<file path="src/rtl/dmux_nway_reg.sv">
// Registered N-way demux: one input word steered by sel (or broadcast) into per-channel one-entry registers.
// Latency 1 cycle; in_ready drops when the target channel (or any channel on broadcast) is full and not draining.
module dmux_nway_reg #(
  parameter int WIDTH    = 16,
  parameter int SEL_BITS = 2,
  localparam int N       = 1 << SEL_BITS
) (
  input  logic                  clk,
  input  logic                  rst_n,
  input  logic                  in_valid,
  output logic                  in_ready,
  input  logic [WIDTH-1:0]      in,
  input  logic [SEL_BITS-1:0]   sel,
  input  logic                  bcast,
  output logic [N-1:0]          out_valid,
  input  logic [N-1:0]          out_ready,
  output logic [N*WIDTH-1:0]    out
);

  logic [N-1:0]            valid_q, valid_d;
  logic [N-1:0][WIDTH-1:0] data_q, data_d;
  logic [N-1:0]            free;
  logic [N-1:0]            load;
  logic                    accept;

  always_comb begin
    free     = ~valid_q | out_ready;
    in_ready = bcast ? (&free) : free[sel];
    accept   = in_valid & in_ready;

    load = '0;
    if (accept) begin
      if (bcast) load = '1;
      else       load[sel] = 1'b1;
    end

    // A load wins over a same-cycle drain, so the channel stays valid with the new word.
    valid_d = (valid_q & ~out_ready) | load;
    data_d  = data_q;
    for (int k = 0; k < N; k++) begin
      if (load[k]) data_d[k] = in;
    end
  end

  always_ff @(posedge clk or negedge rst_n) begin
    if (!rst_n) begin
      valid_q <= '0;
      data_q  <= '0;
    end else begin
      valid_q <= valid_d;
      data_q  <= data_d;
    end
  end

  assign out_valid = valid_q;
  assign out       = data_q;

endmodule
</file>
<file path="config.mk">
export PLATFORM = sky130hd
export DESIGN_NAME = dmux_nway_reg
export DESIGN_NICKNAME = d
export VERILOG_FILES = /design/src/rtl/dmux_nway_reg.sv
export SDC_FILE = /design/constraint.sdc
export NUM_CORES = 1
export LEC_CHECK = 0
export ABC_AREA = 1
export CORE_ASPECT_RATIO = 2
export CORE_MARGIN = 1
export CORE_UTILIZATION = 50
export DETAILED_ROUTE_END_ITERATION = 7
export GPL_ROUTABILITY_DRIVEN = 0
export PLACE_DENSITY = 0.81
export SYNTH_ARGS = -nofsm -noshare
export SYNTH_HDL_FRONTEND = slang
export SYNTH_SLANG_ARGS = --single-unit
</file>
<file path="constraint.sdc">
create_clock -name clk -period 2.8 [get_ports clk]
set_input_delay 0.56 -clock clk [delete_from_list [all_inputs] [get_ports clk]]
set_output_delay 0.56 -clock clk [all_outputs]
set_load 0.01 [all_outputs]
</file>
==> impl_results.md <==
- Met3 WL: 560 um
- Ant. Diodes: 0
- Die Wd: 57.0 um
- Fmax: 0.375 GHz
- FF-to-FF Start: out_valid[3]$_DFF_PN0_
- Syn Nets: 350
- Clock Skews: 0.00583 ns
- Max-cap viol count: 0
- Post-synthesis area per instance: 9.35 um^2
- Vias in the first global route: 2682
- Final ANT Viol Nets: 0
- Detailed-route via count: 2787
- Most common cell after layout, fill and taps aside: nand2_1
- Routed wire length: 8660 um
- LEAKAGE: 2.05 nW
- Synth warnings: 0
- Critical-path top delay cell: clkdlybuf4s50_1
- Met2 routed WL: 4810 um
- Largest fanout on the critical path: 3
- Total congestion overflow: 0
- PwrDens: 877 mW/mm^2
- All-Layer GR Usage: 28.4%
- Crit. End Element: output pin
- IO buf count: 94
- Area delta synth->final: 39.6%
- Crit path time final: 2.67 ns
- WL met1: 2870 um
- Most frequent cells in the layout: 138 x nand2_1, 91 x clkdlybuf4s50_1, 68 x dfrtp_1
- Status: complete, but fails checks
- Final #Nets: 440
- Final-report hold violation count: 0
- CTS tree: built
- Setup TNS: 0 ns
- Largest net degree at the start of global routing: 65
- Post-Synthesis Cells: 324
- Slew @ Worst Pin: 0.672 ns
- R2R setup slack: 1.03 ns
- Hpwl dp: 6030 um
- Cell Count, Final, Fillers Out: 480
- Vias per std cell: 5.81
- Sequential fraction of the synthesis area: 56.2%
- Clk buf depth: 2
- CTS Root Cell: clkbuf_16
- Global-route wire length before repair: 13400 um
- CTS Buf Count: 9
- FF+latch count, synth: 68
- H-tree lvl count: 3
- Unrepaired setup endpoints after global routing: false
- Initial antenna violation count: 0
- CP Class: input pin to output pin
- Initial Util: 52.6%
- Final setup vio count: 0
- CP startpoint kind: input pin
- DR DRC count: 14
- Core ar.: 0.00576 mm^2
- Drt pass-1 iters: 6
- Worst-path clk slew: 0.06 ns
- Syn Std Cell Area: 0.00303 mm^2
- Post-layout util: 73.4%
- Leading post-synthesis cells by cell area: dfrtp_1 56%, nand2_1 17%, nand4_1 13%
- CTS sink count: 68
- Worst r2r path cells: 8
- FP Rows: 39
- Die Y: 112 um
- Hold WS: 0.264 ns
- DR top layer: met4
- Worst hold path type: input pin to asynchronous set/reset pin
- Post-synthesis cell type count: 19
- RR Endpoint: out[61]$_DFFE_PN0P_
- Routed WL per cell: 18.0 um
- WP data arrival: 2.11 ns
- Die area: 0.00639 mm^2
- Cell accounting for the most synthesized area: dfrtp_1
- Tcrit/Tclk final: 95.3%
- I/O Pins: 95
- Peak VDD IR: 0.504 mV
- Synth top area share: 56.2%
- Failing checks: design-rule violations
- Highest cell delay on the worst timing path: 0.56 ns
- Rel. slew slack: 55.2%
- CP required: 2.24 ns
- Ratio of cells with drive above 1 in the final layout: 10.3%
- Slew Limit Fails: 0
- DR iter-0 viols: 193
- Clk Latency, worst-skew pair: 0.33 ns
- Placed cells: 464
- Crit-path cells: clkdlybuf4s50_1 > inv_2 > nand2_2 > nand2_4 > nand2_2 > nand2_4 > nor2_4 > clkdlybuf4s50_1
## worst max-delay path, delay by kind of cell
family                 cells  cell delay (ns)
buffers and inverters      3             1.15
AND/OR/NAND/NOR            5             0.40
## where the power goes
part / leakage [nW] / internal, mW / switching (mW)
sequential: 0.844 / 1.26 / 0.186
clock: 0.124 / 0.596 / 0.413
combinational: 1.09 / 0.646 / 0.605
## worst max-delay path by stage
stage	from	to	slack, ns	depth (start not counted)
after floorplan	sel[0]	in_ready	0.89	6
after global placement	sel[0]	in_ready	0.10	6
after detailed placement	sel[0]	in_ready	0.08	6
after CTS	sel[0]	in_ready	0.07	6
after global routing	out_ready[3]	in_ready	0.07	8
final	sel[1]	in_ready	0.13	8
## repair_timing
item	CTS	global route
gates resized for setup	0	1
hold buffers	0	0
setup buffers	0	0
endpoints found under the setup margin	0	1
endpoints found under the hold margin	0	0
## flip-flops by register name, indices dropped and copies added (netlist names)
signal     flops
out_valid      4
out           64
## cell families after synthesis
group | synth area share [%]
flops | 56.2
compound gates | 1.16
buf+inv | 6.53
simple gates | 36.1
## stage by stage
stage	worst slack, ns	power [mW]	area (um^2)
after floorplan	0.886	1.98	3030
after global placement	0.103	2.67	3950
after detailed placement	0.0790	2.71	3950
after CTS	0.0666	3.73	4220
after global routing	0.0711	3.89	4230
final	0.131	3.71	4230
## metal layers
layer  GRT usage [%]  up-vias
met4            17.1        0
met1            30.6     1338
met3            5.99       28
met5               0        -
met2            49.5      138
li1                -     1283
## cells in the mapped netlist
cell type and count:
buf_2 3, buf_4 4, buf_6 7, clkbuf_1 10
dfrtp_1 68, inv_1 5, inv_2 3, inv_4 1
nand2_1 138, nand2_2 3, nand2_4 2, nand3_1 1
nand4_1 65, nand4_4 4, nor2_1 4, nor2_4 2
o21ai_1 2, o21ai_2 1, o21ai_4 1
## final cells by class
type / instances / area (um^2)
Timing Repair Buffer: 103 / 1010
Clock buffer: 10 / 229
Inverter: 9 / 36.3
Tap cell: 61 / 76.3
Sequential cell: 68 / 1700
Fill cell: 439 / 1530
Multi-Input combinational cell: 223 / 1130
Clock inverter: 6 / 41.3
Power figures use the tool's default switching activity.
